--- src/rtl/pipe_pkg.sv ---
// pipe_pkg
//   Shared types for the generic pipeline-stage register.
//   - state_t : fill level of a stage (EMPTY / ONE / TWO entries)
//   - occ_t   : occupancy count type (0..2)
//   - DEF_*   : default payload widths
package pipe_pkg;

  localparam int DEF_CTRL_W = 16;
  localparam int DEF_DATA_W = 128;
  localparam int DEF_RD_W   = 5;

  typedef enum logic [1:0] {
    EMPTY = 2'd0,
    ONE   = 2'd1,
    TWO   = 2'd2
  } state_t;

  typedef logic [1:0] occ_t;

endpackage

--- src/rtl/pipe_stage_slot.sv ---
// pipe_stage_slot
//   One storage slot {valid, ctrl, data, rd} of a pipeline-stage register.
//   State updates on the falling clock edge; asynchronous active-low reset.
//   Ports:
//     clk, rst           falling-edge clock, async active-low reset
//     load               capture d_ctrl/d_data/d_rd and set valid
//     clear              drop the entry: valid, ctrl and rd go to zero,
//                        data keeps its last value (clear wins over load)
//     d_ctrl/d_data/d_rd next entry contents
//     valid/ctrl/data/rd held entry
module pipe_stage_slot #(
  parameter int CTRL_W = 16,
  parameter int DATA_W = 128,
  parameter int RD_W   = 5
) (
  input  logic              clk,
  input  logic              rst,
  input  logic              load,
  input  logic              clear,
  input  logic [CTRL_W-1:0] d_ctrl,
  input  logic [DATA_W-1:0] d_data,
  input  logic [RD_W-1:0]   d_rd,
  output logic              valid,
  output logic [CTRL_W-1:0] ctrl,
  output logic [DATA_W-1:0] data,
  output logic [RD_W-1:0]   rd
);

  // Clearing zeroes ctrl/rd so an empty slot reads as a NOP and can never
  // act as a forwarding source; data is left alone since it is don't-care.
  always_ff @(negedge clk or negedge rst) begin
    if (!rst) begin
      valid <= 1'b0;
      ctrl  <= '0;
      data  <= '0;
      rd    <= '0;
    end else if (clear) begin
      valid <= 1'b0;
      ctrl  <= '0;
      rd    <= '0;
    end else if (load) begin
      valid <= 1'b1;
      ctrl  <= d_ctrl;
      data  <= d_data;
      rd    <= d_rd;
    end
  end

endmodule

--- src/rtl/pipe_stage_reg.sv ---
// pipe_stage_reg
//   Generic pipeline-stage register with a valid/ready handshake and a
//   2-entry skid buffer (main slot drives the outputs, skid slot absorbs one
//   entry of backpressure). in_ready comes straight from the state register,
//   so there is no combinational path from out_ready to in_ready.
//   All state changes on the falling edge of clk; rst is async active-low.
//   Optional feature macro: PIPE_STAGE_PERF_EN adds stall_cnt/bubble_cnt.
//   Ports:
//     clk, rst                    clock (falling edge), async active-low reset
//     flush                       synchronous kill of held and incoming entries
//     in_valid/in_ready           upstream handshake (in_ready registered)
//     in_ctrl/in_data/in_rd       upstream entry
//     out_valid/out_ready         downstream handshake
//     out_ctrl/out_data/out_rd    output entry (ctrl/rd zero when invalid)
//     occupancy                   entries held, 0..2
//     stall_cnt, bubble_cnt       saturating perf counters (macro only)
module pipe_stage_reg import pipe_pkg::*; #(
  parameter int CTRL_W = DEF_CTRL_W,
  parameter int DATA_W = DEF_DATA_W,
  parameter int RD_W   = DEF_RD_W
) (
  input  logic              clk,
  input  logic              rst,
  input  logic              flush,
  input  logic              in_valid,
  output logic              in_ready,
  input  logic [CTRL_W-1:0] in_ctrl,
  input  logic [DATA_W-1:0] in_data,
  input  logic [RD_W-1:0]   in_rd,
  output logic              out_valid,
  input  logic              out_ready,
  output logic [CTRL_W-1:0] out_ctrl,
  output logic [DATA_W-1:0] out_data,
  output logic [RD_W-1:0]   out_rd,
  output logic [1:0]        occupancy
`ifdef PIPE_STAGE_PERF_EN
  ,
  output logic [31:0]       stall_cnt,
  output logic [31:0]       bubble_cnt
`endif
);

  state_t state, state_next;

  logic accept, drain;
  logic main_load, main_clear, main_from_skid;
  logic skid_load, skid_clear;
  logic main_valid, skid_valid;

  logic [CTRL_W-1:0] main_d_ctrl, skid_ctrl;
  logic [DATA_W-1:0] main_d_data, skid_data;
  logic [RD_W-1:0]   main_d_rd, skid_rd;

  assign in_ready  = (state != TWO);
  assign out_valid = main_valid;
  assign accept    = in_valid & in_ready;
  assign drain     = out_valid & out_ready;

  always_comb begin
    occ_t occ;
    occ       = {1'b0, main_valid} + {1'b0, skid_valid};
    occupancy = occ;
  end

  always_ff @(negedge clk or negedge rst) begin
    if (!rst) state <= EMPTY;
    else      state <= state_next;
  end

  // Flush overrides everything: both slots are cleared and any incoming
  // entry is ignored. A drain in the flush cycle needs no action here since
  // the main slot is being emptied anyway.
  always_comb begin
    state_next     = state;
    main_load      = 1'b0;
    main_clear     = 1'b0;
    main_from_skid = 1'b0;
    skid_load      = 1'b0;
    skid_clear     = 1'b0;
    if (flush) begin
      state_next = EMPTY;
      main_clear = 1'b1;
      skid_clear = 1'b1;
    end else begin
      case (state)
        EMPTY: begin
          if (accept) begin
            state_next = ONE;
            main_load  = 1'b1;
          end
        end
        ONE: begin
          if (drain && accept) begin
            main_load = 1'b1;
          end else if (drain) begin
            state_next = EMPTY;
            main_clear = 1'b1;
          end else if (accept) begin
            state_next = TWO;
            skid_load  = 1'b1;
          end
        end
        TWO: begin
          // Skid entry moves up; in_ready is low so nothing new arrives.
          if (drain) begin
            state_next     = ONE;
            main_load      = 1'b1;
            main_from_skid = 1'b1;
            skid_clear     = 1'b1;
          end
        end
        default: begin
          state_next = EMPTY;
          main_clear = 1'b1;
          skid_clear = 1'b1;
        end
      endcase
    end
  end

  always_comb begin
    main_d_ctrl = in_ctrl;
    main_d_data = in_data;
    main_d_rd   = in_rd;
    if (main_from_skid) begin
      main_d_ctrl = skid_ctrl;
      main_d_data = skid_data;
      main_d_rd   = skid_rd;
    end
  end

  pipe_stage_slot #(
    .CTRL_W (CTRL_W),
    .DATA_W (DATA_W),
    .RD_W   (RD_W)
  ) u_main (
    .clk    (clk),
    .rst    (rst),
    .load   (main_load),
    .clear  (main_clear),
    .d_ctrl (main_d_ctrl),
    .d_data (main_d_data),
    .d_rd   (main_d_rd),
    .valid  (main_valid),
    .ctrl   (out_ctrl),
    .data   (out_data),
    .rd     (out_rd)
  );

  pipe_stage_slot #(
    .CTRL_W (CTRL_W),
    .DATA_W (DATA_W),
    .RD_W   (RD_W)
  ) u_skid (
    .clk    (clk),
    .rst    (rst),
    .load   (skid_load),
    .clear  (skid_clear),
    .d_ctrl (in_ctrl),
    .d_data (in_data),
    .d_rd   (in_rd),
    .valid  (skid_valid),
    .ctrl   (skid_ctrl),
    .data   (skid_data),
    .rd     (skid_rd)
  );

`ifdef PIPE_STAGE_PERF_EN
  localparam logic [31:0] CNT_MAX = 32'hFFFF_FFFF;

  // Counters saturate; a flush only resets a counter that has saturated,
  // otherwise flush cycles are counted like any other cycle.
  always_ff @(negedge clk or negedge rst) begin
    if (!rst) begin
      stall_cnt <= '0;
    end else if (flush && (stall_cnt == CNT_MAX)) begin
      stall_cnt <= '0;
    end else if (out_valid && !out_ready && (stall_cnt != CNT_MAX)) begin
      stall_cnt <= stall_cnt + 32'd1;
    end
  end

  always_ff @(negedge clk or negedge rst) begin
    if (!rst) begin
      bubble_cnt <= '0;
    end else if (flush && (bubble_cnt == CNT_MAX)) begin
      bubble_cnt <= '0;
    end else if (!out_valid && (bubble_cnt != CNT_MAX)) begin
      bubble_cnt <= bubble_cnt + 32'd1;
    end
  end
`endif

endmodule

--- config.mk ---
export PLATFORM = sky130hd
export DESIGN_NAME = pipe_stage_reg
export DESIGN_NICKNAME = d
export VERILOG_FILES = /design/src/rtl/pipe_pkg.sv /design/src/rtl/pipe_stage_slot.sv /design/src/rtl/pipe_stage_reg.sv
export SDC_FILE = /design/constraint.sdc
export NUM_CORES = 1
export LEC_CHECK = 0
export CORE_MARGIN = 3
export CORE_UTILIZATION = 58
export DETAILED_ROUTE_END_ITERATION = 7
export DONT_BUFFER_PORTS = 1
export GPL_TIMING_DRIVEN = 1
export PLACE_DENSITY = 0.74
export SYNTH_ARGS = -nofsm -noshare
export SYNTH_HDL_FRONTEND = slang
export SYNTH_SLANG_ARGS = --single-unit
--- constraint.sdc ---
create_clock -name clk -period 2.2 [get_ports clk]
set_input_delay 0.33 -clock clk [delete_from_list [all_inputs] [get_ports clk]]
set_output_delay 0.33 -clock clk [all_outputs]
set_load 0.02 [all_outputs]
Yosys cells after proc, flatten, opt, wreduce, memory -nomap -nowiden
Index checks and enable logic that the tools add are counted.
- add/subtract/negate cells: 1
- eq/ne operators: 7
- mux-type cells: 38
- bitwise operators: 4
- reductions and logical operators: 9
- operators by type and width (operator ; count):
    $mux W128 ; 1
    $mux W16 ; 5
    $mux W5 ; 5
    $mux W1 ; 17
    $mux W2 ; 6
    $ne A3 B3 Y1 const B ; 3
    $pmux W2 S3 ; 1
    $ne A4 B4 Y1 const B ; 1
    $pmux W1 S2 ; 2
    $reduce_and A2 Y1 ; 2
    $reduce_and A4 Y1 ; 1
    $reduce_bool A2 Y1 ; 2
    $reduce_or A2 Y1 ; 2
    $pmux W1 S3 ; 1
    $add A1 B1 Y2 ; 1
    $and A1 B1 Y1 ; 2
    $eq A2 B1 Y1 const B ; 1
    $eq A2 B2 Y1 const B ; 1
    $logic_not A2 Y1 ; 1
    $ne A2 B2 Y1 const B ; 1
    $not A1 Y1 ; 2
    $logic_and A1 B1 Y1 ; 1
- flip-flop bits (word level): 302
- input port bits: 154
- output and inout bits: 153
- logic and storage cells: 68

Depth between registers and ports, before layout
- word-level depth: 9
- gate-level depth with buffers: 9
- mapped depth without buffers: 5

Hierarchy
Synthesis repeated with hierarchy kept, for this count alone.
- cell total of the unflattened synthesis: 874
- area total of the unflattened synthesis: 14348.8 µm²
- by module, submodules not included (module ; times used ; cells each ; area an instance (µm²) ; sequential area each (µm²)):
    pipe_stage_slot ; 2 ; 342 ; 6158.4 ; 3753.6
    pipe_stage_reg ; 1 ; 190 ; 2031.9 ; 50.0

==> flow_summary.json <==
{
  "comb_power_share_pct": 17.6,
  "total_power_mw": 17.34,
  "maxSlewHeadroom_pct": 67.24,
  "core_sq_um": 21890,
  "antenna_found_initial": 0,
  "post_drt_via_cell_ratio": 6.169,
  "switching_share_pct": 28.16,
  "final_area_sq_um": 17110,
  "use_met2_pct": 48.25,
  "start_util_pct": 59.34,
  "n_fill_cell": 1149,
  "cts_buffers": 31,
  "synth-seq-cells": 302,
  "cts_hold_buf": 0,
  "drt_iter0_drc": 406,
  "avgSynthCellArea_sq_um": 15.52,
  "firstDrtPassIters": 5,
  "stdcell_count": 1242,
  "path_class": "reg2out",
  "area_growth_pct": 31.74,
  "hold_class": "reg2reg",
  "critical_path.endpoint_type": "output pin",
  "crit_chain": "ha_4",
  "root_buffer": "clkbuf_16",
  "slowest_delay_ns": 0.54,
  "worst_slack_ns": -0.5800,
  "post-route-drc-count": 0,
  "p_seq_share_pct": 52.5,
  "dpl-instance-area_sq_um": 13740,
  "clk_transition_reported_paths_ns": 0.04,
  "netlist_instances": 837,
  "track_usage_pct": 27.66,
  "worst_path_max_delay_cell": "dfrtn_1",
  "die_h_um": 155.7,
  "top_usage_layer": "met2",
  "grt_max_degree": 303,
  "ir_drop_uv": 831.6,
  "die_w_um": 155.7,
  "power.internal_mw": 12.46,
  "met3_usage_pct": 9.875,
  "portBuffers": 0,
  "postRouteAntennaNets": 0,
  "grt_pass1_vias": 8676,
  "clockBufferDepth": 3,
  "gp_congestion": 0.8038,
  "grt_first_pass_wirelength_mm": 52.56,
  "status": "finished with violations",
  "wl_per_cell_um": 28.43,
  "fp-row-count": 54,
  "p_clk_share_pct": 29.8,
  "power_density_nw_per_um2": 1013,
  "diodes": 0,
  "switchingPower_mw": 4.884,
  "num_io_pins": 307,
  "dieArea_sq_um": 24230,
  "path_max_fanout": 3,
  "cts_tree": "done",
  "violations": "negative setup slack",
  "leakagePower_nw": 7.556,
  "synthTopCellsByCount": "mux2_2 (384), dfrtn_1 (302), buf_2 (34)",
  "crit_arrival_ns": 2.45,
  "crit_path_start_kind": "flop",
  "path_buf_inv": 0,
  "yosys.cell_types.count": 31,
  "cap_violations": 0,
  "cp.required_ns": 1.87,
  "place_inst": 1111,
  "clock-sinks": 302,
  "synthArstFlopShare_pct": 100.0,
  "nets": 1102,
  "finClkSkew_ns": 0.009651,
  "synthTopCellsByArea": "dfrtn_1 (58%), mux2_2 (33%), mux2i_1 (1.6%)",
  "hold_viol": 0,
  "drive_gt1_share_pct": 59.56,
  "synth_edf_count": 0,
  "gr-usage-met1_pct": 32.76,
  "insertion_delay_ns": 0.54,
  "synth_fp_nets": 992,
  "setup_viol": 445,
  "yosys.area.top_type": "dfrtn_1",
  "synth_area_sq_um": 12990,
  "yosysTopAreaCellShare_pct": 58.18,
  "pre_cts_ws_ns": -0.7292,
  "totalWireLength_mm": 35.31,
  "yosysSeqAreaShare_pct": 58.18,
  "yosysWarnings": 0,
  "slew_viol_final": 0,
  "hpwl_mm": 19.03,
  "rsz0062_at_grt": "yes",
  "num_vias": 7662,
  "max_slew.worst_pin.slew_ns": 0.4914,
  "cts_max_level": 1,
  "synthFlopType": "dfrtn_1",
  "final_util_pct": 78.17,
  "critical_path.top_delay_family": "flip-flops",
  "yosysMostFrequentCell": "mux2_2",
  "grt-ovfl-total": 0
}
==> stage by stage <==
step	TNS [ns]	hold WS (ns)
after detailed placement	-164.20	0.4420
after CTS	-70.18	0.4520
after global placement	-154.48	0.4424
final	-90.90	0.4494
after global routing	-105.96	0.4543
after floorplan	-142.25	0.4262
==> repair_timing <==
item,in CTS,in global routing
pin swaps,5,5
resized for setup,243,53
setup buffers,44,11
setup endpoints to repair,281,336
hold endpoints to repair,0,0
cloned,29,7
==> power groups by stage <==
| stage | registers, mW | logic [mW] | clock network, mW |
|---|---|---|---|
| 3_5_place_dp | 9.05 | 2.11 | 0 |
| 3_3_place_gp | 8.95 | 1.96 | 0 |
| 6_report | 9.11 | 3.06 | 5.17 |
| 5_1_grt | 9.26 | 3.24 | 5.46 |
| 4_1_cts | 9.02 | 2.89 | 5.23 |
| 2_1_floorplan | 8.65 | 1.76 | 0 |
==> cell type report <==
class,instances,area (sq um),area share (%)
Multi-Input combinational cell,478,5969,34.88
Tap cell,280,350.3,2.047
Inverter,2,10.01,0.05849
Sequential cell,302,7557,44.16
Clock buffer,43,850.8,4.972
Timing Repair Buffer,132,2250,13.15
Clock inverter,5,125.1,0.7312
==> cell families (layout without fill, tap and decap cells) <==
logic type      count (synthesis)  count (layout)  share of synthesized area [%]
compound gates                 55              55                          3.477
xor+xnor                        1               1                        0.06744
fa+ha+maj                       1               1                        0.09631
buf+inv                        57             182                          2.437
flops                         302             302                          58.18
mux                           405             405                          34.91
simple gates                   16              16                         0.8380
==> routing by layer <==
layer	share of wire (%)	wire (um)
met3	9.3	3293
met5	0	0
met1	36	12830
met4	2.7	937
met2	52	18250
==> sequential cells by signal, summed over array words and instances (netlist names) <==
name / flops
state: 2
u_main.ctrl: 16
u_main.data: 128
u_main.rd: 5
u_main.valid: 1
u_skid.ctrl: 16
u_skid.data: 128
u_skid.rd: 5
u_skid.valid: 1
==> worst paths after layout <==
| path | from | endpoint | slack, ns | cells past startpoint |
|---|---|---|---|---|
| worst max-delay path | u_main.valid | occupancy[0] | -0.58 | 1 |
| worst min-delay path | u_skid.data[51] | u_skid.data[51] | 0.45 | 1 |
| worst max register to register | u_main.valid | u_main.data[49] | -0.28 | 12 |
| worst min register to register | u_skid.data[51] | u_skid.data[51] | 0.45 | 1 |
| max in group asynchronous | rst | u_skid.data[19] | 1.31 | 0 |
| min in group asynchronous | rst | u_main.ctrl[14] | 0.47 | 0 |
==> layout by cell type, fill, tap and decap left out, types with 4 or more instances in the layout <==
cell type  Yosys  final
o2bb2ai_1     21     19
mux2i_1       21     17
bufinv_16      0      4
mux2_2       384    190
dfrtn_1      302    302
mux2_4         0    194
buf_8          0     12
a22o_1        21     21
buf_6          3     18
buf_16         0     26
clkbuf_1       8      9
buf_12         0     36
buf_4         10     33
a21oi_1        5      4
clkbuf_16      0     37
Note: power is estimated with default switching activity, not from simulation.
